==> config.mk <==
export PLATFORM = sky130hd
export DESIGN_NAME = pipelined_add_sub
export DESIGN_NICKNAME = d
export VERILOG_FILES = /design/src/rtl/pipelined_add_sub_pkg.sv /design/src/rtl/pipelined_add_sub_slice.sv /design/src/rtl/pipelined_add_sub.sv
export SDC_FILE = /design/constraint.sdc
export NUM_CORES = 1
export LEC_CHECK = 0
export CORE_MARGIN = 2
export CORE_UTILIZATION = 46
export DETAILED_ROUTE_END_ITERATION = 16
export GPL_TIMING_DRIVEN = 1
export PLACE_DENSITY = 0.76
export SLEW_MARGIN = 20
export SYNTH_ARGS = -nofsm -noshare
export SYNTH_HDL_FRONTEND = slang
export SYNTH_HIERARCHICAL = 1
export SYNTH_SLANG_ARGS = --single-unit
==> constraint.sdc <==
create_clock -name clk -period 4.19 [get_ports clk]
set_input_delay 0.838 -clock clk [delete_from_list [all_inputs] [get_ports clk]]
set_output_delay 0.838 -clock clk [all_outputs]
set_load 0.02 [all_outputs]
==> src/rtl/pipelined_add_sub_pkg.sv <==
// Shared constants for the pipelined adder-subtractor.
package pipelined_add_sub_pkg;

  localparam logic MODE_ADD = 1'b0;
  localparam logic MODE_SUB = 1'b1;

  localparam int unsigned DEFAULT_WIDTH  = 16;
  localparam int unsigned DEFAULT_STAGES = 4;

endpackage : pipelined_add_sub_pkg

==> src/rtl/pipelined_add_sub_slice.sv <==
// Combinational CHUNK-bit ripple slice: s = a + (b ^ {W{m}}) + cin.
// Also exposes the carry into its MSB so the top slice can form signed overflow.
module add_sub_slice
  import pipelined_add_sub_pkg::*;
#(
  parameter int unsigned W = 4
) (
  input  logic [W-1:0] a,
  input  logic [W-1:0] b,
  input  logic         cin,
  input  logic         m,
  output logic [W-1:0] s,
  output logic         cout,
  output logic         c_msb
);

  logic [W-1:0] bx;
  logic         c;

  // Bit-serial ripple; the carry entering bit W-1 is captured on the way.
  always_comb begin
    bx    = (m == MODE_SUB) ? ~b : b;
    c     = cin;
    s     = '0;
    c_msb = 1'b0;
    for (int unsigned i = 0; i < W; i++) begin
      if (i == W - 1) c_msb = c;
      s[i] = a[i] ^ bx[i] ^ c;
      c    = (a[i] & bx[i]) | (c & (a[i] ^ bx[i]));
    end
    cout = c;
  end

endmodule : add_sub_slice

==> src/rtl/pipelined_add_sub.sv <==
// Pipelined WIDTH-bit adder-subtractor, one CHUNK-wide carry slice per stage,
// with a valid/ready stream interface and a global stall enable.
module pipelined_add_sub
  import pipelined_add_sub_pkg::*;
#(
  parameter int unsigned WIDTH  = DEFAULT_WIDTH,
  parameter int unsigned STAGES = DEFAULT_STAGES
) (
  input  logic             clk,
  input  logic             rst_n,
  input  logic             in_valid,
  output logic             in_ready,
  input  logic [WIDTH-1:0] a,
  input  logic [WIDTH-1:0] b,
  input  logic             m,
  output logic             out_valid,
  input  logic             out_ready,
  output logic [WIDTH-1:0] s,
  output logic             cout,
  output logic             ovf,
  output logic             zero,
  output logic             neg
);

  localparam int unsigned CHUNK = WIDTH / STAGES;

  if (STAGES < 1 || (WIDTH % STAGES) != 0) begin : g_cfg_check
    $error("pipelined_add_sub: WIDTH must be a non-zero multiple of STAGES");
  end

  logic en;

  // Whole pipeline advances together unless a held result blocks the output.
  always_comb begin
    en       = !out_valid || out_ready;
    in_ready = en;
  end

  // Stage k consumes operand chunk k; stage registers hold only the operand
  // chunks still to be added (right-aligned) and the result chunks produced so far.
  for (genvar k = 0; k < STAGES; k++) begin : g_stage
    localparam int unsigned IW = WIDTH - k * CHUNK;
    localparam int unsigned RW = (k + 1) * CHUNK;

    logic [IW-1:0]    op_a, op_b;
    logic             op_m, cin, vin;
    logic [CHUNK-1:0] sum;
    logic             cout_w, cmsb_w;
    logic             valid_d, valid_q;
    logic             carry_d, carry_q;
    logic [RW-1:0]    res_d, res_q;

    if (k == 0) begin : g_src
      // First stage takes operands straight from the ports; mode is the carry-in.
      always_comb begin
        op_a = a;
        op_b = b;
        op_m = m;
        cin  = m;
        vin  = in_valid;
      end
    end else begin : g_src
      // Later stages take the skewed operands and carry of the previous stage.
      always_comb begin
        op_a = g_stage[k-1].g_fwd.a_q;
        op_b = g_stage[k-1].g_fwd.b_q;
        op_m = g_stage[k-1].g_fwd.m_q;
        cin  = g_stage[k-1].carry_q;
        vin  = g_stage[k-1].valid_q;
      end
    end

    add_sub_slice #(.W(CHUNK)) u_slice (
      .a     (op_a[CHUNK-1:0]),
      .b     (op_b[CHUNK-1:0]),
      .cin   (cin),
      .m     (op_m),
      .s     (sum),
      .cout  (cout_w),
      .c_msb (cmsb_w)
    );

    if (k == 0) begin : g_res
      // First result chunk starts the aligned result word.
      always_comb res_d = sum;
    end else begin : g_res
      // New chunk is appended above the delayed lower chunks.
      always_comb res_d = {sum, g_stage[k-1].res_q};
    end

    // Valid and carry simply follow the beat through the stage.
    always_comb begin
      valid_d = vin;
      carry_d = cout_w;
    end

    // Stage register: valid, carry-out and accumulated result chunks.
    always_ff @(posedge clk or negedge rst_n) begin
      if (!rst_n) begin
        valid_q <= 1'b0;
        carry_q <= 1'b0;
        res_q   <= '0;
      end else if (en) begin
        valid_q <= valid_d;
        carry_q <= carry_d;
        res_q   <= res_d;
      end
    end

    if (k < STAGES - 1) begin : g_fwd
      logic [IW-CHUNK-1:0] a_d, a_q, b_d, b_q;
      logic                m_d, m_q;

      // Drop the chunk consumed here; the rest travels with the beat.
      always_comb begin
        a_d = op_a[IW-1:CHUNK];
        b_d = op_b[IW-1:CHUNK];
        m_d = op_m;
      end

      // Operand skew register.
      always_ff @(posedge clk or negedge rst_n) begin
        if (!rst_n) begin
          a_q <= '0;
          b_q <= '0;
          m_q <= 1'b0;
        end else if (en) begin
          a_q <= a_d;
          b_q <= b_d;
          m_q <= m_d;
        end
      end
    end else begin : g_last
      logic cmsb_d, cmsb_q;

      // Final slice keeps the carry into the MSB for the overflow flag.
      always_comb cmsb_d = cmsb_w;

      // Carry-into-MSB register.
      always_ff @(posedge clk or negedge rst_n) begin
        if (!rst_n)  cmsb_q <= 1'b0;
        else if (en) cmsb_q <= cmsb_d;
      end
    end
  end

  // Outputs and flags taken from the final stage registers.
  always_comb begin
    out_valid = g_stage[STAGES-1].valid_q;
    s         = g_stage[STAGES-1].res_q;
    cout      = g_stage[STAGES-1].carry_q;
    ovf       = g_stage[STAGES-1].g_last.cmsb_q ^ g_stage[STAGES-1].carry_q;
    zero      = (g_stage[STAGES-1].res_q == '0);
    neg       = g_stage[STAGES-1].res_q[WIDTH-1];
  end

endmodule : pipelined_add_sub

==> flow_metrics.env, run 1 <==
export IMPL_outcome="finished, final reports clean"
export IMPL_placementRows=37
export IMPL_die_h_um=106
export IMPL_final_sum_of_negative_setup_slack_ns=0
export IMPL_data_required_critical_path_ns=4.43
export IMPL_dp_hpwl_um=4760
export IMPL_post_route_period_util_pct=74.2
export IMPL_synth_top_family_by_area="multiplexers"
export IMPL_detail_route_wl_per_cell_um=14.5
export IMPL_viasPerCell=4.68
export IMPL_netlist_area_leader_share_pct=52.2
export IMPL_hold_viol_final=0
export IMPL_max_fanout_on_critical_path=6
export IMPL_timing_max_slew_rel_slack_pct=36.6
export IMPL_yosysMostFrequentCell="sky130_fd_sc_hd__dfrtp_1"
export IMPL_synth_net_count=336
export IMPL_dr_pass1_iters=4
export IMPL_clk_insertion_delay_late_ns=0.36
export IMPL_worst_clock_skew_ns=0.00936
export IMPL_rsz0062_at_grt="no"
export IMPL_grt_start_max_net_pins=101
export IMPL_io_pins=59
export IMPL_synth_seq_cells=100
export IMPL_async_reset_ff_share_pct=100
export IMPL_hold_path_cell_count=1
export IMPL_via_count=2258
export IMPL_clkSlewWorstSetupHoldPaths_ns=0.09
export IMPL_synth_top_cells_by_area="sky130_fd_sc_hd__dfrtp_1 (52%), sky130_fd_sc_hd__mux2_4 (28%), sky130_fd_sc_hd__fa_1 (6.7%)"
export IMPL_synth_warnings=6
export IMPL_synth_compound_gate_area_share_pct=0
export IMPL_yosys_mux_area_fraction_pct=30.1
export IMPL_synth_area_um2=4800
export IMPL_grt_total_usage_pct=14.1
export IMPL_clock_sinks=100
export IMPL_synthesized_area_fraction_occupied_by_adder_cells_pct=6.68
export IMPL_floorplan_initialDensity_pct=46.9
export IMPL_nNetsFinal=395
export IMPL_worst_ir_drop_vdd_mv=0.367
export IMPL_cp_cell_sequence="clkdlybuf4s50_1, xor2_1, fa_1, inv_1, fa_1, inv_1, fa_1, inv_1, fa_1, inv_1, mux2_4"
export IMPL_final_critical_path_setup_slack_ns=1.08
export IMPL_post_synth_most_frequent_cells="sky130_fd_sc_hd__dfrtp_1 (100), sky130_fd_sc_hd__mux2_4 (88), sky130_fd_sc_hd__inv_1 (32), sky130_fd_sc_hd__fa_1 (16), sky130_fd_sc_hd__mux2_2 (11)"
export IMPL_max_clock_path_buffers=2
export IMPL_critPathKind="input port to flip-flop"
export IMPL_cts_buffers=9
export IMPL_port_buffers=58
export IMPL_data_arrival_at_the_endpoint_of_the_critical_path_ns=3.35
export IMPL_yosysSeqAreaShare_pct=52.2
export IMPL_dieArea_um2=11300
export IMPL_synthSimpleGateAreaFrac_pct=1.12
export IMPL_critical_path_slowest_cell="sky130_fd_sc_hd__clkdlybuf4s50_1"
export IMPL_drive_above_1_share_pct=33.8
export IMPL_detail_route_antenna_nets=0
export IMPL_postSynthAreaPerCell_um2=17.0
export IMPL_finalMaxSlewViolations=0
export IMPL_placeableCoreArea_um2=10200
export IMPL_post_route_drc_count=0
export IMPL_synth_xor_area_share_pct=3.10
export IMPL_final_period_minus_worst_setup_slack_ns=3.11
export IMPL_fmax_mhz=322
export IMPL_setup_viol=0
export IMPL_worst_path_largest_cell_delay_ns=0.65
export IMPL_grt_pass1_vias=2525
export IMPL_gp_congestion=0.720
export IMPL_cts_htree_levels=3
export IMPL_cts_hold_buffers_added=0
export IMPL_rr_worst_depth=10
export IMPL_maxCapViolCount=0
export IMPL_antenna_diode_count=0
export IMPL_syn_to_final_growth_pct=16.3
export IMPL_globalRouteOverflowTotal=0
export IMPL_crit_path_start_kind="input port"
export IMPL_synth_edff_count=0
export IMPL_global_route_wire_length_before_repair_um=12700
export IMPL_timing_hold_worst_class="flip-flop to flip-flop"
export IMPL_cts_repair_resize_count=0
export IMPL_detail_route_iter0_violations=91
export IMPL_die_width_um=106
export IMPL_postCtsSetupBuffers=0
export IMPL_ys_flop_type="sky130_fd_sc_hd__dfrtp_1"
export IMPL_cts_tree="built"
export IMPL_synth_lib_cells_used_distinct=15
export IMPL_dpl_worst_slack_ns=0.680
export IMPL_synth_largest_area_cell="sky130_fd_sc_hd__dfrtp_1"
export IMPL_grt_antenna_before_repair=0
export IMPL_clock_tree_root_cell="sky130_fd_sc_hd__clkbuf_8"
export IMPL_timing_worst_slew_pin_value_ns=0.951
export IMPL_power_density_cell_area_nw_per_um2=788
export IMPL_gate_count_of_the_mapped_netlist=283
export IMPL_totalWireLength_um=6990
export IMPL_static_leakage_power_nw=2.68
export IMPL_worstSetupEndpointType="flip-flop"
-- registers in the layout, summed over array words and instances (netlist names) --
name,flops
g_stage.g_fwd.m_q,3
g_stage.valid_q,3
s,16
g_stage.carry_q,3
cout,1
g_stage.res_q,24
out_valid,1
g_stage.g_fwd.b_q,24
g_stage.g_last.cmsb_q,1
g_stage.g_fwd.a_q,24
-- final timing paths --
check                                startpoint  slack [ns]                       to
max                                           m        1.08      g_stage[0].res_q[3]
min                          g_stage[2].valid_q        0.48                out_valid
max reg2reg                g_stage[2].g_fwd.m_q        1.55                    s[15]
max in group asynchronous                 rst_n        2.69     g_stage[1].g_fwd.m_q
min in group asynchronous                 rst_n        0.61  g_stage[1].g_fwd.b_q[5]
min reg2reg                  g_stage[2].valid_q        0.48                out_valid
-- metrics by stage --
stage	area, um2	utilization, %	cells	hold WS [ns]	power, mW
2_1_floorplan	4800	-	283	0.430	3.29
3_3_place_gp	5370	52.5	467	0.446	3.69
3_5_place_dp	5370	52.5	467	0.458	3.78
4_1_cts	5580	54.6	482	0.480	4.45
5_1_grt	5580	54.6	482	0.516	4.73
6_report	5580	54.6	482	0.480	4.40
-- critical path: cells and delay by family --
kind,cells,cell delay [ns]
xor+xnor,1,0.21
buf+inv,5,0.87
mux,1,0.24
fa+ha+maj,4,1.19
-- cells in the final DEF (no fill, tap or decap) --
cell,n
sky130_fd_sc_hd__xnor2_1,8
sky130_fd_sc_hd__bufinv_16,2
sky130_fd_sc_hd__nor4_1,4
sky130_fd_sc_hd__xor2_1,9
sky130_fd_sc_hd__and4_1,1
sky130_fd_sc_hd__inv_1,32
sky130_fd_sc_hd__clkbuf_1,1
sky130_fd_sc_hd__nand2b_1,1
sky130_fd_sc_hd__clkinv_4,1
sky130_fd_sc_hd__mux2_4,88
sky130_fd_sc_hd__nand2b_4,1
sky130_fd_sc_hd__clkbuf_8,10
sky130_fd_sc_hd__buf_4,2
sky130_fd_sc_hd__dfrtp_1,100
sky130_fd_sc_hd__clkdlybuf4s50_1,57
sky130_fd_sc_hd__fa_1,16
sky130_fd_sc_hd__clkinv_2,1
sky130_fd_sc_hd__buf_12,1
sky130_fd_sc_hd__mux2_2,11
-- per-layer routing --
| layer | part of all wire [%] | GRT usage (%) |
|---|---|---|
| met1 | 51 | 20.2 |
| met5 | 0 | 0 |
| met4 | 1.2 | 4.23 |
| met3 | 3.6 | 3.62 |
| met2 | 44 | 21.2 |
-- power by group --
part           internal (mW)  switching (mW)  total (mW)
Sequential              1.40           0.324        1.72
Clock                  0.350           0.315       0.665
Combinational           1.25           0.752        2.01
-- cell type report --
| class | count | area [um2] |
|---|---|---|
| fill | 832 | 4650 |
| tap | 136 | 170 |
| timing repair buffer | 60 | 606 |
| multi-input combinational | 139 | 1970 |
| clock buffer | 11 | 141 |
| sequential | 100 | 2500 |
| inverter | 32 | 120 |
| clock inverter | 4 | 73.8 |
-- kinds of logic after synthesis --
kind of cell / Yosys count
multiplexers: 99
buffers and inverters: 44
XOR/XNOR: 17
adder cells (fa/ha/maj): 16
AND/OR/NAND/NOR: 7
flip-flops: 100
No activity file was read; power rests on OpenSTA's default activity.
==> run 2: changes to the inputs <==
Clock period 4.19 ns to 3.2 ns, I/O delays scaled along.
==> run 2 against run 1 <==
Critical endpoint unchanged. Final area is 0.16% higher. Largest power group unchanged. Non-clock buffer count is 2 higher. Sequential share of layout area decreased by 0.070 points. Register-to-register slack worse by 0.88 ns. Clock-buffer cell count decreased by 1. Routed wire length down 0.62%. Power increased by 29%. Sequential power is 31% higher.
==> flow_metrics.env, run 2 (synthesis results as in run 1) <==
export IMPL_outcome="finished, final reports clean"
export IMPL_detail_route_antenna_nets=0
export IMPL_fmax_mhz=361
export IMPL_path_delay_family="adder cells"
export IMPL_startpoint="m"
export IMPL_antenna_diode_count=0
export IMPL_setup_viol=0
export IMPL_clock_tree_root_cell="sky130_fd_sc_hd__clkbuf_8"
export IMPL_minimum_hold_slack_ns=0.384
export IMPL_syn_to_final_growth_pct=16.5
export IMPL_detail_route_iter0_violations=69
export IMPL_grt_antenna_before_repair=0
export IMPL_crit_reg2reg_launch="g_stage[2].g_fwd.m_q"
export IMPL_worstSetupEndpointType="flip-flop"
export IMPL_nNetsFinal=397
export IMPL_timing_hold_worst_class="input port to asynchronous set/reset pin"
export IMPL_final_period_minus_worst_setup_slack_ns=2.77
export IMPL_detail_route_wl_per_cell_um=14.3
export IMPL_path_buf_inv=5
export IMPL_power_density_cell_area_nw_per_um2=1020
export IMPL_rsz0062_at_grt="no"
export IMPL_max_clock_path_buffers=2
export IMPL_dpl_worst_slack_ns=0.0418
export IMPL_die_width_um=106
export IMPL_drive_above_1_share_pct=34.7
export IMPL_cts_htree_levels=3
export IMPL_final_cell_mix="sky130_fd_sc_hd__dfrtp_1 (100), sky130_fd_sc_hd__mux2_4 (88), sky130_fd_sc_hd__clkdlybuf4s50_1 (57)"
export IMPL_critical_path_slowest_cell="sky130_fd_sc_hd__clkdlybuf4s50_1"
export IMPL_dp_hpwl_um=4810
export IMPL_max_fanout_on_critical_path=2
export IMPL_layout_core_utilization_pct=54.6
export IMPL_grt_pass1_vias=2467
export IMPL_die_h_um=106
export IMPL_dieArea_um2=11300
export IMPL_via_count=2244
export IMPL_global_route_wire_length_before_repair_um=12300
export IMPL_grt_total_usage_pct=13.8
export IMPL_crit_path_start_kind="input port"
export IMPL_post_route_drc_count=0
export IMPL_totalWireLength_um=6940
export IMPL_maxCapViolCount=0
export IMPL_clk_insertion_delay_late_ns=0.36
export IMPL_nFillCells=809
export IMPL_io_pins=59
export IMPL_placeableCoreArea_um2=10200
export IMPL_cts_hold_buffers_added=0
export IMPL_data_arrival_at_the_endpoint_of_the_critical_path_ns=3.02
export IMPL_data_required_critical_path_ns=3.45
export IMPL_post_route_period_util_pct=86.5
export IMPL_placementRows=37
export IMPL_viasPerCell=4.63
export IMPL_static_leakage_power_nw=2.68
export IMPL_cp_cell_sequence="clkdlybuf4s50_1, xor2_1, fa_1, inv_1, fa_1, inv_1, fa_1, inv_1, fa_1, inv_1, mux2_4"
export IMPL_worst_path_largest_cell_delay_ns=0.52
export IMPL_cts_tree="built"
export IMPL_final_sum_of_negative_setup_slack_ns=0
export IMPL_worst_clock_skew_ns=0.0115
export IMPL_final_critical_path_setup_slack_ns=0.431
export IMPL_cts_buffers=9
export IMPL_cts_repair_resize_count=0
export IMPL_finalMaxSlewViolations=0
export IMPL_layout_commonest_cell="sky130_fd_sc_hd__dfrtp_1"
export IMPL_floorplan_initialDensity_pct=46.9
export IMPL_hold_viol_final=0
export IMPL_worst_ir_drop_vdd_mv=0.690
export IMPL_timing_worst_slew_pin_value_ns=0.929
export IMPL_dr_pass1_iters=4
export IMPL_globalRouteOverflowTotal=0
export IMPL_grt_start_max_net_pins=101
export IMPL_clkSlewWorstSetupHoldPaths_ns=0.10
export IMPL_clock_sinks=100
export IMPL_timing_max_slew_rel_slack_pct=38.1
export IMPL_largest_regs="g_stage.g_fwd.a_q: 24 flops, g_stage.g_fwd.b_q: 24 flops, g_stage.res_q: 24 flops"
export IMPL_gp_congestion=0.701
export IMPL_report_power_total_mw=5.67
export IMPL_critPathKind="input port to flip-flop"
export IMPL_port_buffers=58
export IMPL_postCtsSetupBuffers=0
==> run 2: worst register-to-register path, stage by stage, from the launching register on <==
cell and delay, ns:
sky130_fd_sc_hd__dfrtp_1 0.49, sky130_fd_sc_hd__xor2_1 0.22, sky130_fd_sc_hd__fa_1 0.20, sky130_fd_sc_hd__inv_1 0.05, sky130_fd_sc_hd__fa_1 0.35, sky130_fd_sc_hd__inv_1 0.07
sky130_fd_sc_hd__fa_1 0.20, sky130_fd_sc_hd__inv_1 0.07, sky130_fd_sc_hd__fa_1 0.50, sky130_fd_sc_hd__inv_1 0.04, sky130_fd_sc_hd__mux2_2 0.25
==> run 2: path summary, 6_finish.rpt <==
| check | end | depth (start not counted) | slack (ns) |
|---|---|---|---|
| max in group asynchronous | g_stage[2].res_q[7] | 2 | 2.02 |
| min in group clk | out_valid | 1 | 0.50 |
| worst max register to register | s[15] | 10 | 0.67 |
| worst max-delay path | g_stage[0].res_q[3] | 11 | 0.43 |
| worst min-delay path | g_stage[1].g_fwd.b_q[6] | 1 | 0.38 |
| worst min register to register | out_valid | 1 | 0.50 |
==> run 2: report_power, final <==
group | internal [mW] | switching (mW)
Clock | 0.390 | 0.439
Combinational | 1.63 | 0.956
Sequential | 1.83 | 0.424
Total | 3.86 | 1.82
==> run 2: area by class of cell <==
cell class	instances	area (um2)	area share, %
multi-input cells	139	1970	35.2
inverters	32	120	2.15
clock inverters	6	71.3	1.28
flip-flops and latches	100	2500	44.8
clock buffers	10	138	2.46
repair buffers	62	621	11.1
well taps	136	170	3.04
==> run 2: through the flow <==
stage	area, um2	cells
finish	5590	485
global route	5590	485
CTS	5590	485
detailed placement	5380	469
global placement	5380	469
floorplan	4800	283
==> run 2: routing by layer <==
metal  global-route usage, %  share of wire, %  vias up  routed length (um)
li1                        -                 -     1057                   -
met1                    20.0                50     1136                3450
met2                    20.7                46       43                3170
met3                    2.15               3.2        8                 224
met4                    5.92               1.5        0                 104
met5                       0                 0        -                   0
==> run 3: changes to the inputs <==
Settings changed: SLEW_MARGIN 20 to unset.
==> results of run 3 <==
Same layout as run 2: the final DEF is identical, and so are final timing and power.
